$ cat src/rtl/ex6_mon_pkg.sv
// rtl/ex6_mon_pkg.sv - shared types and constants for the ex6 response monitor
package ex6_mon_pkg;

  typedef enum logic [1:0] {
    IDLE    = 2'd0,
    CAPTURE = 2'd1,
    DONE    = 2'd2
  } mon_state_t;

  // x^16 + x^12 + x^3 + x + 1
  localparam logic [15:0] DEFAULT_POLY = 16'h100B;

  // Position of each ex6 output inside y_vec
  localparam int Y1_IDX = 0;
  localparam int Y2_IDX = 1;
  localparam int Y3_IDX = 2;
  localparam int Y4_IDX = 3;
  localparam int Y5_IDX = 4;
  localparam int Y6_IDX = 5;
  localparam int Y7_IDX = 6;
  localparam int Y8_IDX = 7;

endpackage

$ cat src/rtl/ex6_misr.sv
// rtl/ex6_misr.sv - multiple-input signature register folding an 8-bit vector per enabled cycle
module ex6_misr
  import ex6_mon_pkg::*;
#(
  parameter int               SIG_W = 16,
  parameter logic [SIG_W-1:0] POLY  = SIG_W'(DEFAULT_POLY)
) (
  input  logic             clk,
  input  logic             rst,
  input  logic             clr,
  input  logic             en,
  input  logic [7:0]       din,
  output logic [SIG_W-1:0] sig
);

  logic [SIG_W-1:0] r_sig;
  logic [SIG_W-1:0] w_next;

  // Galois-style shift with feedback taps, then fold in the new vector on the low bits
  assign w_next = {r_sig[SIG_W-2:0], 1'b0}
                ^ (r_sig[SIG_W-1] ? POLY : '0)
                ^ {{(SIG_W-8){1'b0}}, din};

  // Clear wins over a same-cycle sample so a restart never keeps stale data
  always_ff @(posedge clk) begin
    if (!rst) begin
      r_sig <= '0;
    end else if (clr) begin
      r_sig <= '0;
    end else if (en) begin
      r_sig <= w_next;
    end
  end

  assign sig = r_sig;

endmodule

$ cat src/rtl/ex6_resp_monitor.sv
// rtl/ex6_resp_monitor.sv - windowed signature capture, golden compare and zero-run alarm for ex6 outputs
module ex6_resp_monitor
  import ex6_mon_pkg::*;
#(
  parameter int               WINDOW       = 64,
  parameter int               SIG_W        = 16,
  parameter logic [SIG_W-1:0] POLY         = SIG_W'(DEFAULT_POLY),
  parameter int               ZERO_RUN_MAX = 4
) (
  input  logic             clk,
  input  logic             rst,
  input  logic             start,
  input  logic             sample_en,
  input  logic [7:0]       y_vec,
  input  logic [SIG_W-1:0] golden_sig,
  output logic             busy,
  output logic             done,
  output logic [SIG_W-1:0] signature,
  output logic             match,
  output logic             zero_alarm
);

  localparam int CNT_W = $clog2(WINDOW + 1);
  localparam int ZR_W  = $clog2(ZERO_RUN_MAX + 1);

  mon_state_t       r_state;
  logic [CNT_W-1:0] r_cnt;
  logic [ZR_W-1:0]  r_zero_run;
  logic             r_busy;
  logic             r_done;
  logic             r_match;
  logic             r_zero_alarm;

  logic             w_clr;
  logic             w_take;
  logic             w_last;
  logic             w_y_zero;
  logic             w_sig_eq;
  logic [SIG_W-1:0] w_sig;

  // start is honoured in IDLE and CAPTURE but not in the single DONE cycle
  assign w_clr    = start && (r_state != DONE);
  assign w_take   = (r_state == CAPTURE) && sample_en && !start;
  assign w_last   = (r_cnt == CNT_W'(WINDOW - 1));
  assign w_y_zero = (y_vec == 8'h00);
  assign w_sig_eq = (w_sig == golden_sig);

  ex6_misr #(
    .SIG_W (SIG_W),
    .POLY  (POLY)
  ) u_misr (
    .clk (clk),
    .rst (rst),
    .clr (w_clr),
    .en  (w_take),
    .din (y_vec),
    .sig (w_sig)
  );

  // Window FSM with sample counter, zero-run tracking and the held compare result
  always_ff @(posedge clk) begin
    if (!rst) begin
      r_state      <= IDLE;
      r_cnt        <= '0;
      r_zero_run   <= '0;
      r_busy       <= 1'b0;
      r_done       <= 1'b0;
      r_match      <= 1'b0;
      r_zero_alarm <= 1'b0;
    end else begin
      r_done <= 1'b0;
      if (w_clr) begin
        r_state      <= CAPTURE;
        r_busy       <= 1'b1;
        r_cnt        <= '0;
        r_zero_run   <= '0;
        r_zero_alarm <= 1'b0;
        r_match      <= 1'b0;
      end else begin
        case (r_state)
          IDLE: begin
            r_state <= IDLE;
          end
          CAPTURE: begin
            if (sample_en) begin
              r_cnt <= r_cnt + CNT_W'(1);
              if (w_y_zero) begin
                if (r_zero_run != ZR_W'(ZERO_RUN_MAX)) begin
                  r_zero_run <= r_zero_run + ZR_W'(1);
                end
                if (r_zero_run == ZR_W'(ZERO_RUN_MAX - 1)) begin
                  r_zero_alarm <= 1'b1;
                end
              end else begin
                r_zero_run <= '0;
              end
              if (w_last) begin
                r_state <= DONE;
                r_busy  <= 1'b0;
                r_done  <= 1'b1;
              end
            end
          end
          DONE: begin
            r_match <= w_sig_eq;
            r_state <= IDLE;
          end
          default: begin
            r_state <= IDLE;
            r_busy  <= 1'b0;
          end
        endcase
      end
    end
  end

  assign busy       = r_busy;
  assign done       = r_done;
  assign signature  = w_sig;
  // The final sample lands on the edge entering DONE, so the compare is live during done and held afterwards
  assign match      = (r_state == DONE) ? w_sig_eq : r_match;
  assign zero_alarm = r_zero_alarm;

endmodule

$ cat config.mk
export PLATFORM = sky130hd
export DESIGN_NAME = ex6_resp_monitor
export DESIGN_NICKNAME = d
export VERILOG_FILES = /design/src/rtl/ex6_mon_pkg.sv /design/src/rtl/ex6_misr.sv /design/src/rtl/ex6_resp_monitor.sv
export SDC_FILE = /design/constraint.sdc
export NUM_CORES = 1
export LEC_CHECK = 0
export BUFFER_PORTS_ARGS = -buffer_cell sky130_fd_sc_hd__buf_2
export CAP_MARGIN = 5
export CORE_AREA = 3 3 64 66
export CTS_CLUSTER_DIAMETER = 50
export CTS_CLUSTER_SIZE = 20
export DETAILED_ROUTE_END_ITERATION = 10
export DIE_AREA = 0 0 67 69
export PLACE_DENSITY = 0.74
export SLEW_MARGIN = 10
export SYNTH_ARGS = -nofsm -noshare
export SYNTH_HDL_FRONTEND = slang
export SYNTH_SLANG_ARGS = --single-unit
$ cat constraint.sdc
create_clock -name clk -period 1.3 [get_ports clk]
set_input_delay 0 -clock clk [delete_from_list [all_inputs] [get_ports clk]]
set_output_delay 0 -clock clk [all_outputs]
set_load 0.02 [all_outputs]
# ---- After elaboration in Yosys (flattened, before gate mapping)
# Index checks and enable logic that the tools add are counted.
# Widths: inputs -> output; s select.
dict set report totals {
  ff_bits 32
  inputBits 28
}
dict set report op_classes {
  add_sub_neg 2
  mux 13
  bitwise 5
  n_eq_ne 11
  n_reduce_logical 16
}
# operator n
set ops {}
lappend ops {{$eq 16x16->1} 1}
lappend ops {{$xor 16x16->16} 1}
lappend ops {{$xor 16x8->16} 1}
lappend ops {{$mux 13} 1}
lappend ops {{$mux 1} 9}
lappend ops {{$logic_not 8->1} 1}
lappend ops {{$add 7x1->7 const B} 1}
lappend ops {{$eq 7x6->1 const B} 1}
lappend ops {{$mux 3} 2}
lappend ops {{$ne 3x2->1 const B} 2}
lappend ops {{$reduce_and 2->1} 3}
lappend ops {{$reduce_and 3->1} 2}
lappend ops {{$ne 2x1->1 const B} 2}
lappend ops {{$reduce_and 4->1} 1}
lappend ops {{$reduce_or 2->1} 2}
lappend ops {{$reduce_or 4->1} 1}
lappend ops {{$add 3x1->3 const B} 1}
lappend ops {{$eq 3x2->1 const B} 1}
lappend ops {{$logic_and 1x1->1} 3}
lappend ops {{$ne 3x3->1 const B} 1}
lappend ops {{$not 1->1} 3}
lappend ops {{$reduce_or 3->1} 1}
lappend ops {{$eq 2x1->1 const B} 1}
lappend ops {{$eq 2x2->1 const B} 1}
lappend ops {{4 further kinds} 4}

# ---- Logic depth before layout (Yosys ltp)
# Gate-level depths: netlist of run 1.
dict set report depth {
  depth_word 5
  depth_mapped 5
  mapped_depth_nobuf 5
}

# ---- Cells and area by module
# From an unflattened synthesis of run 1, not the netlist that was laid out.
dict set report unflattened {
  cells_unflattened 179
  hier_area_um2 1654.1
}
# mod cells_per_inst area_per_inst_um2 instances
set by_module_without_submodules {}
lappend by_module_without_submodules {ex6_resp_monitor 109 930.9 1}
lappend by_module_without_submodules {ex6_misr 70 723.2 1}

# ---- Worst setup path before layout of run 1
# OpenSTA, ideal clock, no wires.
dict set report synth_timing {
  path_type {register to output}
  start {register u_misr.r_sig[15] (netlist: u_misr.sig[15])}
  end {output match}
  arrival_time_ps 1537
  path_stages_with_launch 6
  n_path_buf 1
  setup_slack_ps -237
  cell_sequence {dfxtp_1 clkbuf_1 xor2_1 nor4_1 nand3_1 o21ai_1}
}
dict set report synth_between {
  elab_chain_cells 2
}
# element line_no
set synth_lines {}
lappend synth_lines {{start, declared} ex6_misr.sv:16} ;# logic [SIG_W-1:0] r_sig;
lappend synth_lines {{start signal, assigned} ex6_misr.sv:31} ;# r_sig <= w_next;
lappend synth_lines {{$eq 16x16->1} ex6_resp_monitor.sv:46} ;# assign w_sig_eq = (w_sig == golden_sig);
lappend synth_lines {{$mux 1} n/a}
lappend synth_lines {{end, declared} ex6_resp_monitor.sv:19} ;# output logic match,
# Every way passes these cells.

# ---- Worst setup path after layout of run 1
dict set report layout_timing {
  start {register u_misr.r_sig[12] (netlist: u_misr.sig[12])}
  end {output match}
}
# Same word-level chain as after synthesis.

==> results of run 1 <==
cells in the mapped netlist, drive strengths merged:
cell type and count:
a211oi 7, a21oi 14, a311oi 1, a31oi 1, a41o 1, a41oi 1
and3b 1, and4 2, buf 11, clkbuf 2, dfxtp 32, ha 4
inv 5, mux2 1, nand2 29, nand2b 2, nand3 3, nand3b 1
nand4 3, nor2 18, nor3 4, nor4 4, o21ai 3, o32a 1
or3 4, or4 1, xnor2 19, xor2 13
path summary, 6_finish.rpt:
check | from | endpoint | slack, ps | cells after the start
setup reg to reg | r_state[1] | r_zero_run[1] | -60 | 5
setup / recovery | u_misr.sig[12] | match | -300 | 5
hold / removal | rst | r_match | 20 | 3
hold reg to reg | zero_alarm | zero_alarm | 490 | 2
cell families (layout without fill, tap and decap cells):
logic type,after synthesis,count (layout),share of synthesized area [%]
and+or+nand+nor,72,72,23.2
xor gates and xnor gates,32,32,17.0
DFF,32,32,38.9
AOI/OAI and AO/OA,29,29,11.2
buffers and inverters,18,93,6.00
adders and majority gates,4,4,3.04
muxes,1,1,0.683
metal layers:
metal	part of all wire [%]	GRT usage (%)	routed length [µm]
met1	44	24.2	2040
met2	48	29.7	2230
met3	6.3	5.86	292
met4	1.1	5.18	53
met5	0	0	0
stage by stage:
step	hold WS (ps)	total power (W)	std cells	setup WS [ps]	util (%)
after floorplan	144	0.00112	188	-3.05	-
after global placement	319	0.00124	298	-87.7	58.2
after detailed placement	319	0.00124	298	-110	58.2
after CTS	15.5	0.00203	309	-304	62.5
after global routing	30.5	0.00214	311	-355	67.9
final	23.9	0.00205	311	-296	67.9
registers in the layout (all words and copies together), names as in the netlist:
| register | flops |
|---|---|
| u_misr.sig | 16 |
| r_cnt | 7 |
| r_zero_run | 3 |
| r_state | 2 |
| busy | 1 |
| done | 1 |
| r_match | 1 |
| zero_alarm | 1 |
critical path: stages (launching register included):
cell	delay [ps]
dfxtp_2	330
xnor2_1	180
nand4_1	160
or3_4	370
o21ai_4	150
buf_6	130
power by group through the flow:
stage,combinational [W],clock (W),sequential (W)
5_1_grt,0.000284,0.000856,0.000998
6_report,0.000266,0.000790,0.000997
3_3_place_gp,0.000217,0,0.00102
2_1_floorplan,0.0000965,0,0.00103
3_5_place_dp,0.000220,0,0.00102
4_1_cts,0.000228,0.000802,0.000998
timing repair:
item                                    4_1_cts  5_1_grt
cloned                                        0        2
gates resized for setup                      14       38
hold buffers                                  0        0
buffers inserted                              3        0
endpoints found under the setup margin        5       17
pin swaps                                     8       26
endpoints found under the hold margin         0        0
cell type report:
type                            instances  area (µm²)  area share [%]
Clock buffer                            8        90.1            3.65
Inverter                                5        18.8           0.761
Multi-Input combinational cell        138        1090            44.2
Sequential cell                        32         656            26.6
Tap cell                               48        60.1            2.43
Timing Repair Buffer                   80         553            22.4
==> impl_results.md, run 1 <==
* Run status: complete, but fails checks
* Violated checks: setup timing
* Clk root buf: clkbuf_8
* Num rows at 22
* Post-DP Area at between 0.002 and 0.0025 mm²
* First-pass GRT wire length at ~6600 µm
* Most frequent cells in the layout: buf_2 (46), buf_4 (28), nand2_1 (25)
* Slew Limit Headroom at around 73%
* Switching pwr at around 0.00051 W
* Filler cell count at 275
* DR vias at 1,579
* Port Buf Inserts at 47
* Clock-pin slew on the worst setup and hold paths at ~70 ps
* Vias in the first global route at about 1.5k
* Minimum clock period at 1600 ps
* Diode count at 0
* Worst setup margin at -296 ps
* Design area at 0.00247 mm²
* Cell Pwr Density at around 830 mW/mm²
* Final worst path period share at 123%
* H-tree levels at 2
* Ys Warns at 0
* Hold WC Path Type: in -> reg
* Vias per cell at 5.08
* Post-Syn Area per Cell at just under 9 µm²
* Clk pwr share at 38.5%
* Initial DRC count at between 80 and 90
* Synth Register Bits at 32
* Fin. Hold Viols at 0
* Peak supply drop at 0.498 mV
* Number of buffers created by CTS at 5
* Post-synthesis instance total at around 190
* GRT Util Overall at about a fifth
* Die W at between 60 and 70 µm
* Critical path arrival at 1600 ps
* Syn nets at 220
* Area growth, synth to finish at 49.7%
* Setup-failing EPs final at 4
* Clock Skew at between 4 and 5 ps
* Seq/Total Area, Yosys at about two fifths
* Post-DRT Antenna Nets at 0
* Slew Viols, Final at 0
* # DRC at 0
* Gpl congestion at roughly 0.76
* Yosys top cell by area: dfxtp_1
* Share of layout cells above drive strength 1 at a little over half
* Req. time, crit path at about 1300 ps
* Pint at approximately 0.0015 W
* Clock Sinks at 32
* Die height at slightly below 70 µm
* Worst Setup Start Kind: flop
* CTS max path bufs at 2
* Max-Cap Viols at 0
* Share of the synthesized area in the top cell type at 38.9%
* Die area at 0.00462 mm²
* Tightest Pin Transition at 399 ps
* Crit end category: output pin
* CTS tree: built
* Overflow after GRT at 0
* Reg power frac at 48.6%
* Sw frac at between 20 and 25%
* Nets at slightly below 300
* Post-route setup TNS at -409 ps
* Drt total wl at roughly 4600 µm
* Area of the core at between 0.003 and 0.004 mm²
* Distinct cells, synth at 34
* Worst-Skew Late Latency at 280 ps
* Starting Density at a little under half
* Logic pwr share at roughly an eighth
* Ranking of synthesized cells by area: dfxtp_1 (39%), xnor2_1 (10%), xor2_1 (6.9%)
* Post-DR wirelength/cell at around 15 µm
* First drt pass iteration count at 4
* Commonest non-fill, non-tap cell in the layout: buf_2
* Cell Area, Synth at roughly 0.0016 mm²
* Peak Freq at ~630 MHz
* Crit path kind: reg -> out
* Initial antenna violation count at 0
* Crit path max fanout at 2
* IO Pins at between 40 and 50
* Detailed Place HPWL at 3100 µm
* Leakage at between 1 and 1.5 nW
* RSZ-0062 raised after global routing: yes
* Largest net degree at the start of global routing at 24
Note: power is estimated with default switching activity, not from simulation.
==> run 2: changes to the inputs <==
Settings changed: CORE_AREA 3 3 64 66 to 3 3 62 64, DIE_AREA 0 0 67 69 to 0 0 65 67, PLACE_DENSITY 0.74 to 0.75.
Clock period 1.3 ns to 1.65 ns, I/O delays scaled along.
==> run 2 against run 1 <==
Net effect:
- sequential share of layout area grew 4.7 points
- routed wire length shrank 19%
- highest routed layer unchanged
- clock-buffer cell count is the same
- hold slack lost 20 ps
- sequential power shrank 21%
- setup slack gained 280 ps
- global-route usage shrank 0.47 points
- the run still ends with setup timing left
- non-clock buffer count shrank 19
- critical path type unchanged
- flip-flop and latch count is the same
- die area shrank 5.8%
- via count shrank 6.5%
- register-to-register slack gained 140 ps
==> impl_results.md, run 2 (synthesized netlist as in run 1, its figures left out) <==
* Run status: complete, but fails checks (unchanged)
* Violated checks: setup timing (unchanged)
* Peak Freq at around 600 MHz
* Worst Setup Start Kind: flop (unchanged)
* Post-DRT Antenna Nets at 0 (unchanged)
* Area of the core at 0.00334 mm² (was 0.00363 mm²)
* Die area at 0.00436 mm² (was 0.00462 mm²)
* Area growth, synth to finish at 27.0% (was 49.7%)
* Slew Viols, Final at 0 (unchanged)
* Num rows at 21 (was 22)
* Worst-Skew Late Latency at 340 ps (was 280 ps)
* Clock Skew at 2.50 ps (was 4.26 ps)
* CP cell instances: xor2_2, nor4_2, nand3_1, o21ai_1, buf_4 (was xnor2_1, nand4_1, or3_4, o21ai_4, buf_6)
* Crit path kind: reg -> out (unchanged)
* Die W at 65 µm (was 67 µm)
* H-tree levels at 2 (unchanged)
* Post-route setup TNS at -11.4 ps (was -409 ps)
* Clock-pin slew on the worst setup and hold paths at 90 ps (was 70 ps)
* Initial antenna violation count at 0 (unchanged)
* IO Pins at 48 (unchanged)
* Share of layout cells above drive strength 1 at 33.2% (was 52.1%)
* Final Util at 62.7% (was 67.9%)
* Minimum clock period at between 1500 and 2000 ps
* Drt total wl at 3720 µm (was 4620 µm)
* Nets at 275 (was 294)
* Slowest-stage cell, CP: dfxtp_4 (was or3_4)
* Peak supply drop at 0.385 mV (was 0.498 mV)
* Crit path max fanout at 2 (unchanged)
* Diode count at 0 (unchanged)
* DR vias at 1,476 (was 1,579)
* Final worst path period share at 101%
* Critical path arrival at 1660 ps (was 1600 ps)
* Number of buffers created by CTS at 5 (unchanged)
* Port Buf Inserts at 47 (unchanged)
* Largest net degree at the start of global routing at 28 (was 24)
* Final Total Pwr at 0.00142 W (was 0.00205 W)
* Gpl congestion at 0.746 (was 0.762)
* Hold WC Path Type: in -> reg (unchanged)
* Most frequent cells in the layout: buf_2 (46), nand2_1 (28), dfxtp_1 (25) (was buf_2 (46), buf_4 (28), nand2_1 (25))
* Die height at 67 µm (was 69 µm)
* Leakage at 0.851 nW (was 1.03 nW)
* Commonest non-fill, non-tap cell in the layout: buf_2 (unchanged)
* First drt pass iteration count at 4 (unchanged)
* Crit end category: output pin (unchanged)
* # DRC at 0 (unchanged)
* CTS max path bufs at 2 (unchanged)
* RSZ-0062 raised after global routing: yes (unchanged)
* Cell Pwr Density at 680 mW/mm² (was 832 mW/mm²)
* Clock Sinks at 32 (unchanged)
* CTS tree: built (unchanged)
* Vias in the first global route at 1,367 (was 1,478)
* Tightest Pin Transition at 425 ps (was 399 ps)
* Slew Limit Headroom at 71.4% (was 73.2%)
* Starting Density at 49.4% (was 45.4%)
* Max-Cap Viols at 0 (unchanged)
* Req. time, crit path at 1650 ps (was 1300 ps)
* Overflow after GRT at 0 (unchanged)
* Clk root buf: clkbuf_4 (was clkbuf_8)
* WP buf/inv at 1 (unchanged)
* Fin. Hold Viols at 0 (unchanged)
* Post-DR wirelength/cell at 12.8 µm (was 14.8 µm)
* First-pass GRT wire length at 6010 µm (was 6620 µm)
* CP peak stage delay at 370 ps (about the same)
* Max reg flops at 16 (unchanged)
* GRT Util Overall at 18.3% (was 18.7%)
* Initial DRC count at 79 (was 87)
* Setup-failing EPs final at 1 (was 4)
* Worst setup margin at -11.4 ps (was -296 ps)
* Crit path max-delay family: simple AND/OR/NAND/NOR gates (unchanged)
* Fin Hold WS at 4.16 ps (was 23.9 ps)
* Pre-CTS WS at 262 ps (was -110 ps)
* Vias per cell at 5.09 (was 5.08)
* Detailed Place HPWL at 2620 µm (was 3100 µm)
[run 2: routing by layer]
layer | part of all wire [%] | track usage, % | wire (µm) | vias up
li1 | - | - | - | 742
met1 | 45 | 23.1 | 1680 | 665
met3 | 6.5 | 4.38 | 242 | 14
met5 | 0 | 0 | 0 | -
met2 | 44 | 28.7 | 1650 | 55
met4 | 4.1 | 9.50 | 153 | 0
[run 2: final timing paths]
| path | start | to | slack (ps) | cells after the start |
|---|---|---|---|---|
| setup / recovery | u_misr.sig[0] | match | -10 | 5 |
| hold / removal | y_vec[4] | u_misr.sig[4] | 4 | 3 |
| setup reg to reg | u_misr.sig[0] | r_match | 80 | 7 |
| hold reg to reg | u_misr.sig[12] | u_misr.sig[13] | 490 | 2 |
[run 2: timing repair]
item,CTS,global route
setup endpoints to repair,1,2
setup buffers,3,3
endpoints found under the hold margin,7,0
pin swaps,4,6
gates resized for setup,5,10
hold buffers,4,0
[run 2: power breakdown]
part / leakage, nW / internal (W) / total [W] / switching, W
Clock: 0.0326 / 0.000210 / 0.000469 / 0.000259
Sequential: 0.262 / 0.000777 / 0.000785 / 0.00000796
Combinational: 0.557 / 0.0000782 / 0.000169 / 0.0000908
[run 2: stage by stage]
step,area [µm²],instances
after floorplan,1650,188
after global placement,1900,272
after detailed placement,1900,272
after CTS,2040,287
after global routing,2090,290
final,2090,290
[run 2: cell type report]
| type | instances | area [µm²] |
|---|---|---|
| clock buffers | 8 | 58.8 |
| fillers | 292 | 1240 |
| inverters | 5 | 18.8 |
| multi-input cells | 138 | 938 |
| flip-flops and latches | 32 | 654 |
| well taps | 46 | 57.6 |
| repair buffers | 61 | 365 |
[run 2: worst reg2reg max path, stage by stage, from the launching register on]
cell and delay (ps):
dfxtp_4 370, xor2_2 150, nor4_2 330, nand3_1 160, buf_4 160, buf_4 120, buf_4 120, o21ai_1 120
==> run 3: changes to the inputs <==
Clock period 1.65 ns to 2.13 ns, I/O delays scaled along.
==> run 3 against run 2 <==
Net effect:
- the flow now finishes without violations
- utilization is 3.6 points lower
- combinational power is 29% lower
- sequential power is 22% lower
==> impl_results.md, run 3 (synthesized netlist as in run 1, its figures left out) <==
* Run status: complete, no violations (was complete, but fails checks)
* Crit path max fanout at 3 (was 2)
* Max reg flops at 16 (unchanged)
* Logic pwr share at 10.9% (was 11.9%)
* Peak supply drop at 0.273 mV (was 0.385 mV)
* Reg power frac at 55.6% (was 55.2%)
* Cell Pwr Density at 556 mW/mm² (was 680 mW/mm²)
* Clk pwr share at 33.5% (was 33.0%)
* Diode count at 0 (unchanged)
* Port Buf Inserts at 47 (unchanged)
* Initial antenna violation count at 0 (unchanged)
* Area of the core at 0.00334 mm² (unchanged)
* Largest net degree at the start of global routing at 24 (was 28)
* Post-route non-filler standard cell count at 282 (was 290)
* Num rows at 21 (unchanged)
* Vias per cell at 4.95 (was 5.09)
* Fin. Hold Viols at 0 (unchanged)
* Share of layout cells above drive strength 1 at 25.8% (was 33.2%)
* H-tree levels at 2 (unchanged)
* Final worst path period share at roughly 88%
* Worst-Skew Late Latency at 340 ps (about the same)
* RSZ-0062 raised after global routing: no (was yes)
* Hold WC Path Type: in -> reg (unchanged)
* Cts hold-fix bufs at 4 (unchanged)
* Nets at 267 (was 275)
* Commonest non-fill, non-tap cell in the layout: buf_2 (unchanged)
* Post-DRT Antenna Nets at 0 (unchanged)
* Filler cell count at 301 (was 292)
* Sw frac at 25.2% (was 25.1%)
* Clk root buf: clkbuf_4 (unchanged)
* Pint at 0.000822 W (was 0.00107 W)
* Crit path kind: reg -> reg (was reg -> out)
* Die height at 67 µm (unchanged)
* GRT Util Overall at 18.1% (was 18.3%)
* Post-route setup TNS at 0 ps (was -11.4 ps)
* Crit end category: flop (was output pin)
* Die area at 0.00436 mm² (unchanged)
* Clock Skew at 11.5 ps (was 2.50 ps)
* First-pass GRT wire length at 5950 µm (was 6010 µm)
* Minimum clock period at 1870 ps
* Inst Count DP at 270 (was 272)
* Overflow after GRT at 0 (unchanged)
* DR vias at 1,396 (was 1,476)
* Die W at 65 µm (unchanged)
* Clock-pin slew on the worst setup and hold paths at 90 ps (about the same)
* Number of buffers created by CTS at 5 (unchanged)
* Clock Sinks at 32 (unchanged)
* CTS tree: built (unchanged)
* Post-DR wirelength/cell at 12.2 µm (was 12.8 µm)
* Critical path arrival at 2150 ps (was 1660 ps)
* CTS resizes at 0 (was 5)
* CTS max path bufs at 2 (unchanged)
* Starting Density at 49.4% (unchanged)
* Switching pwr at 0.000277 W (was 0.000358 W)
* Slew Limit Headroom at 74.9% (was 71.4%)
* # DRC at 0 (unchanged)
* Tightest Pin Transition at 374 ps (was 425 ps)
* Setup-failing EPs final at 0 (was 1)
* Initial DRC count at 92 (was 79)
* Most frequent cells in the layout: buf_2 (47), dfxtp_1 (32), nand2_1 (28) (was buf_2 (46), nand2_1 (28), dfxtp_1 (25))
* Area growth, synth to finish at 19.8% (was 27.0%)
* Gpl congestion at 0.779 (was 0.746)
* Leakage at 0.797 nW (was 0.851 nW)
* IO Pins at 48 (unchanged)
* First drt pass iteration count at 4 (unchanged)
* Post-CTS setup buffers at 0 (was 3)
* Req. time, crit path at 2410 ps (was 1650 ps)
* Multi-input gate area at 908 µm² (was 938 µm²)
* Peak Freq at about 530 MHz
* Vias in the first global route at 1,383 (was 1,367)
* Max-Cap Viols at 0 (unchanged)
* Detailed Place HPWL at 2610 µm (was 2620 µm)
* Drt total wl at 3440 µm (was 3720 µm)
* Slew Viols, Final at 0 (unchanged)
* Reg area at 641 µm² (was 654 µm²)
* Worst Setup Start Kind: flop (unchanged)
## run 3: path summary, 6_finish.rpt
path,end,cells after the start,from,slack (ps)
worst min register to register,zero_alarm,2,zero_alarm,480
worst min-delay path,u_misr.sig[4],3,y_vec[4],20
worst max register to register,r_state[0],6,r_cnt[0],260
worst max-delay path,r_state[0],6,r_cnt[0],260
## run 3: layer usage
| metal | vias to the layer above | part of all wire, % | track usage [%] |
|---|---|---|---|
| li1 | 730 | - | - |
| met1 | 619 | 48 | 22.6 |
| met2 | 42 | 43 | 29.0 |
| met3 | 5 | 7.9 | 4.55 |
| met4 | 0 | 1.4 | 8.97 |
| met5 | - | 0 | 0 |
## run 3: layout make-up
type	count	share of cell area, %
flip-flops and latches	32	32.4
inverters	5	0.951
repair buffers	53	14.7
clock buffers	8	2.98
well taps	46	2.92
multi-input cells	138	46.0
## run 3: critical path, cell delays in order (launching register included)
cell and delay [ps]:
dfxtp_1 340, ha_1 210, nand4_1 140, nor3_1 70
or3_1 320, a21oi_1 160, dlygate4sd3_1 580
## run 3: power by group through the flow
stage               registers, W  logic [W]  clock network (W)
global placement        0.000624   0.000114                  0
CTS                     0.000610   0.000121           0.000376
global route            0.000612   0.000133           0.000402
finish                  0.000610   0.000120           0.000368
detailed placement      0.000624   0.000114                  0
floorplan               0.000627  0.0000589                  0
## run 3: through the flow
stage,hold WS [ps],cell area (µm²),power [W],util (%),worst slack (ps)
floorplan,144,1650,0.000686,-,593
global placement,313,1880,0.000738,56.2,639
detailed placement,314,1880,0.000739,56.2,637
CTS,2.76,1970,0.00111,59.2,263
global route,19.5,1970,0.00115,59.2,110
finish,16.5,1970,0.00110,59.2,255
